**src/rtl/sha3_squeeze_unit.sv**
```systemverilog
// Squeeze stage: captures the rate part of a Keccak state and streams the digest as W_WIDTH-bit words,
// requesting extra permutations for long outputs. Macro SHA3_SQUEEZE_BYTE_SWAP_EN reverses bytes per word.
module sha3_squeeze_unit #(
   parameter int R_BLOCK_SIZE = 1088,
   parameter int D_WIDTH      = 256,
   parameter int W_WIDTH      = 64
) (
   input  logic                 CLK,
   input  logic                 A_RST,
   input  logic [0:1599]        STATE_IN,
   input  logic                 STATE_VALID,
   output logic [0:W_WIDTH-1]   OUT_WORD,
   output logic                 OUT_VALID,
   input  logic                 OUT_READY,
   output logic                 OUT_LAST,
   output logic                 PERM_REQ,
   output logic                 BUSY
);

   localparam int NWORDS = (D_WIDTH + W_WIDTH - 1) / W_WIDTH;
   localparam int RWORDS = R_BLOCK_SIZE / W_WIDTH;
   localparam int PAD    = NWORDS * W_WIDTH - D_WIDTH;
   localparam int WC_W   = $clog2(NWORDS + 1);
   localparam int RC_W   = $clog2(RWORDS + 1);

   localparam logic [WC_W-1:0]    LAST_WCNT = WC_W'(NWORDS - 1);
   localparam logic [RC_W-1:0]    LAST_RCNT = RC_W'(RWORDS - 1);
   // Clears the trailing PAD bits (highest indices) of the final word.
   localparam logic [0:W_WIDTH-1] LAST_MASK = {W_WIDTH{1'b1}} << PAD;

   typedef enum logic [1:0] {IDLE, EMIT, REQ, WAIT_PERM} state_t;

   state_t                  state_q, state_d;
   logic [0:R_BLOCK_SIZE-1] sbuf_q, sbuf_d;
   logic [WC_W-1:0]         wcnt_q, wcnt_d;
   logic [RC_W-1:0]         rcnt_q, rcnt_d;
   logic [0:W_WIDTH-1]      out_word_q, out_word_d;
   logic                    out_valid_q, out_valid_d;
   logic                    out_last_q, out_last_d;
   logic                    perm_req_q, perm_req_d;
   logic                    busy_q, busy_d;
   logic [0:W_WIDTH-1]      head_word;
   logic [0:W_WIDTH-1]      lane_word;

   always_comb begin
      state_d = state_q;
      sbuf_d  = sbuf_q;
      wcnt_d  = wcnt_q;
      rcnt_d  = rcnt_q;
      unique case (state_q)
         IDLE: begin
            if (STATE_VALID) begin
               sbuf_d  = STATE_IN[0:R_BLOCK_SIZE-1];
               wcnt_d  = '0;
               rcnt_d  = '0;
               state_d = EMIT;
            end
         end
         EMIT: begin
            // OUT_VALID is always high here, so OUT_READY alone marks a transfer.
            if (OUT_READY) begin
               sbuf_d = sbuf_q << W_WIDTH;
               wcnt_d = wcnt_q + WC_W'(1);
               rcnt_d = rcnt_q + RC_W'(1);
               if (wcnt_q == LAST_WCNT) begin
                  state_d = IDLE;
               end else if (rcnt_q == LAST_RCNT) begin
                  state_d = REQ;
               end
            end
         end
         REQ: begin
            state_d = WAIT_PERM;
         end
         WAIT_PERM: begin
            if (STATE_VALID) begin
               sbuf_d  = STATE_IN[0:R_BLOCK_SIZE-1];
               rcnt_d  = '0;
               state_d = EMIT;
            end
         end
         default: begin
            state_d = IDLE;
         end
      endcase
   end

   assign head_word = sbuf_d[0:W_WIDTH-1];

`ifdef SHA3_SQUEEZE_BYTE_SWAP_EN
   generate
      for (genvar gi = 0; gi < W_WIDTH / 8; gi++) begin : g_swap
         assign lane_word[gi*8 +: 8] = head_word[(W_WIDTH/8 - 1 - gi)*8 +: 8];
      end
   endgenerate
`else
   assign lane_word = head_word;
`endif

   // Outputs are registered from the next-state view so they line up with state_q.
   always_comb begin
      out_valid_d = (state_d == EMIT);
      out_last_d  = out_valid_d && (wcnt_d == LAST_WCNT);
      out_word_d  = '0;
      if (out_valid_d) begin
         out_word_d = out_last_d ? (lane_word & LAST_MASK) : lane_word;
      end
      perm_req_d  = (state_d == REQ);
      busy_d      = (state_d != IDLE);
   end

   always_ff @(posedge CLK) begin
      if (A_RST) begin
         state_q     <= IDLE;
         sbuf_q      <= '0;
         wcnt_q      <= '0;
         rcnt_q      <= '0;
         out_word_q  <= '0;
         out_valid_q <= 1'b0;
         out_last_q  <= 1'b0;
         perm_req_q  <= 1'b0;
         busy_q      <= 1'b0;
      end else begin
         state_q     <= state_d;
         sbuf_q      <= sbuf_d;
         wcnt_q      <= wcnt_d;
         rcnt_q      <= rcnt_d;
         out_word_q  <= out_word_d;
         out_valid_q <= out_valid_d;
         out_last_q  <= out_last_d;
         perm_req_q  <= perm_req_d;
         busy_q      <= busy_d;
      end
   end

   generate
      if (R_BLOCK_SIZE < 1600) begin : g_capacity
         logic unused_capacity_bits;
         assign unused_capacity_bits = ^STATE_IN[R_BLOCK_SIZE:1599];
      end
   endgenerate

   assign OUT_WORD  = out_word_q;
   assign OUT_VALID = out_valid_q;
   assign OUT_LAST  = out_last_q;
   assign PERM_REQ  = perm_req_q;
   assign BUSY      = busy_q;

endmodule
```
**config.mk**
```make
export PLATFORM = sky130hd
export DESIGN_NAME = sha3_squeeze_unit
export DESIGN_NICKNAME = d
export VERILOG_FILES = /design/src/rtl/sha3_squeeze_unit.sv
export SDC_FILE = /design/constraint.sdc
export NUM_CORES = 2
export LEC_CHECK = 0
export BUFFER_PORTS_ARGS = -buffer_cell sky130_fd_sc_hd__buf_2
export CAP_MARGIN = 10
export CORE_AREA = 2 2 653 655
export CTS_CLUSTER_SIZE = 20
export DETAILED_ROUTE_END_ITERATION = 6
export DIE_AREA = 0 0 655 657
export PLACE_DENSITY_LB_ADDON = 0.15
export SLEW_MARGIN = 20
export SYNTH_ARGS = -nofsm -noshare
export SYNTH_HDL_FRONTEND = slang
export SYNTH_SLANG_ARGS = --single-unit
```
**constraint.sdc**
```tcl
create_clock -name CLK -period 2.8 [get_ports CLK]
set_input_delay 0.56 -clock CLK [delete_from_list [all_inputs] [get_ports CLK]]
set_output_delay 0.56 -clock CLK [all_outputs]
set_load 0.01 [all_outputs]
```
==> metrics.yaml <==
yosys:
  yosys-top-cells-area: "dfxtp_1, a221oi_1, nor3_1"
  seq_area_frac_synth_pct: 50.81
  synth-seq-cells: 1166
  synth_cell_types: 36
  synth.largest_area_cell: "dfxtp_1"
  postSynthAreaPerCell_um2: 8.993
  syn_inst: 5108
  synth_area_um2: 45940
  yosys_warnings: 0
  yosysMostFrequentCell: "dfxtp_1"
  synth_fp_nets: 6719
  synth.top_cell.area_share_pct: 50.81
  synth_edf_count: 0
  async_flop_share_pct: 0
  synth_common_cells: "dfxtp_1, nor2_1, nor3_1"
  synthFlopType: "dfxtp_1"
run_status:
  violations: "negative setup slack"
  status: "finished, violations left"
clocking:
  clk_pin_slew_worst_paths_ns: 0.07
  clock_latency_ns: 0.90
  root_buffer: "clkbuf_16"
  cts_tree: "yes"
  clock-sinks: 1166
  cts_max_path_buffers: 4
  htreeDepth: 4
  cts_buffers: 166
hold_path:
  hold_class: "input pin to register"
cells_and_area:
  final_layout_size_suffix_gt1_share_pct: 27.38
  fin_area_um2: 74720
  num-fill-cells: 47869
  nets: 8664
  synthToLayoutAreaGrowth_pct: 62.65
  regArea_um2: 23340
  multiInputGateArea_um2: 20310
floorplanning:
  die_w_um: 655
  die_y_um: 657
  coreArea_um2: 422800
  rows: 239
  initial_utilization_pct: 10.86
  dieArea_um2: 430300
  io_pins: 1672
placed_design:
  place_hpwl_mm: 263.4
  place.gp.congestion: 0.8381
  placed_area_um2: 60710
  numPortBuffers: 1159
timing:
  max_freq_ghz: 0.3554
  slew_viol_final: 0
  rsz0062_at_grt: "yes"
  fin_ws_ns: -0.01376
  final_min_period_over_clock_period_pct: 100.5
  fin_crit_ns: 2.814
  clock_skew_ns: 0.08280
  timing.slew.headroom_pct: 31.27
  tightest_slew_ns: 1.031
  report.final.setup_viol: 1
  hold_violations: 0
  hold_ws_ns: 0.06375
setup_path:
  path_class: "register to register"
  start_kind: "register"
  crit_fanout: 114
  critPathArrivalTime_ns: 3.58
  endpoint_kind: "register"
  cp.required_ns: 3.57
global_route:
  grt_pass1_wl_mm: 444.0
  grt_antenna_before_repair: 322
  grt-ovfl-total: 0
  grt_usage_pct: 14.93
  grt_pass1_vias: 50463
  grt_max_degree: 185
route:
  viasPerCell: 3.920
  drt-wirelength-per-cell_um: 26.00
  first_pass_iters: 7
  antenna_left: 0
  routed_wl_mm: 337.5
  drt_iter0_drc: 3579
  drc: 0
  dr_total_vias: 50900
power_and_ir_drop:
  power.density_nw_per_um2: 740.8
  p_leak_nw: 29.10
  fin_total_pwr_w: 0.05535
  ir_drop_mv: 0.4516
job:
  drv_cap: 0
==> flip-flops by register name, indices dropped and copies added (netlist names) <==
register and flops:
state_q 2, OUT_WORD 64, OUT_LAST 1, rcnt_q 5
BUSY 1, PERM_REQ 1, wcnt_q 3, OUT_VALID 1
sbuf_q 1088
==> metal layers <==
| layer | global-route usage (%) | part of all wire, % | vias up |
|---|---|---|---|
| met4 | 4.548 | 3.3 | 156 |
| li1 | - | - | 23476 |
| met5 | 0 | 0.29 | - |
| met1 | 17.69 | 40 | 24845 |
| met3 | 4.259 | 7.7 | 570 |
| met2 | 25.85 | 49 | 1853 |
==> final cells by class <==
class	instances	area share, %
clock inverters	45	0.7017
flip-flops and latches	1166	31.24
diodes	140	0.4689
repair buffers	2385	24.36
multi-input cells	3327	27.19
clock buffers	251	6.523
well taps	5663	9.483
inverters	7	0.03517
==> final timing paths <==
| path | slack (ns) | end | startpoint | cells past startpoint |
|---|---|---|---|---|
| max | -0.01 | sbuf_q[783] | state_q[0] | 9 |
| min | 0.06 | sbuf_q[405] | STATE_IN[405] | 3 |
| max reg2reg | -0.01 | sbuf_q[783] | state_q[0] | 9 |
| min reg2reg | 0.47 | wcnt_q[1] | wcnt_q[1] | 2 |
==> worst max-delay path, cell delays in order, from the launching register on <==
cell and delay (ns):
dfxtp_1 0.39, inv_1 0.13, ha_1 0.32, nor2_1 0.06
or3_4 0.47, buf_12 0.22, buf_12 0.22, a221oi_1 0.53
buf_4 0.20, nor3_1 0.04
==> cell usage in the layout, fill, tap and decap left out, drive strengths merged <==
cell,n
dfxtp,1166
a211oi,1
a2bb2oi,64
nand2,1
dlygate4sd3,780
bufinv,4
xnor2,3
mux2i,1
a32oi,2
nand3,3
a221oi,960
o2bb2ai,2
nor2b,3
and2,1
o21bai,1
or3,1
nor4b,3
clkinvlp,2
inv,14
o21ba,1
or2,1
clkinv,32
a32o,1
nor3b,2
o21ai,1
diode,140
buf,1604
nor2,1102
ha,7
a41o,1
a21oi,5
nor4,2
a22oi,129
nand4,1
clkbuf,252
nor3,1028
==> per-stage QoR <==
step / std cells / setup TNS (ns) / setup WS (ns) / util, %
after global placement: 11766 / -2.465 / -0.6542 / 14.36
after floorplan: 5108 / 0 / 0.5735 / -
after global routing: 12941 / -0.4645 / -0.05001 / 17.64
final: 12984 / -0.01376 / -0.01376 / 17.67
after CTS: 12842 / 0 / 0.0008080 / 17.54
after detailed placement: 11766 / -2.361 / -0.3397 / 14.36
==> what timing repair did <==
| item | 4_1_cts | 5_1_grt |
|---|---|---|
| pin swaps | 0 | 1 |
| gates resized for setup | 39 | 26 |
| buffers inserted | 0 | 1 |
| cloned | 0 | 1 |
| hold endpoints to repair | 780 | 0 |
| setup endpoints to repair | 37 | 63 |
| hold buffers | 780 | 0 |
==> power by group <==
| group | switching (W) | internal (W) | leakage (nW) |
|---|---|---|---|
| logic | 0.00750 | 0.00550 | 16.8 |
| registers | 0.00212 | 0.0187 | 9.63 |
| clock network | 0.00906 | 0.0124 | 2.65 |
| total | 0.0187 | 0.0367 | 29.1 |
==> cells by family after synthesis <==
kind of cell    share of synthesized area [%]
simple gates                            20.47
buf+inv                                 6.030
mux                                   0.02179
xor+xnor                              0.05721
fa+ha+maj                              0.1907
flops                                   50.81
compound gates                          22.42
Power figures use the tool's default switching activity.
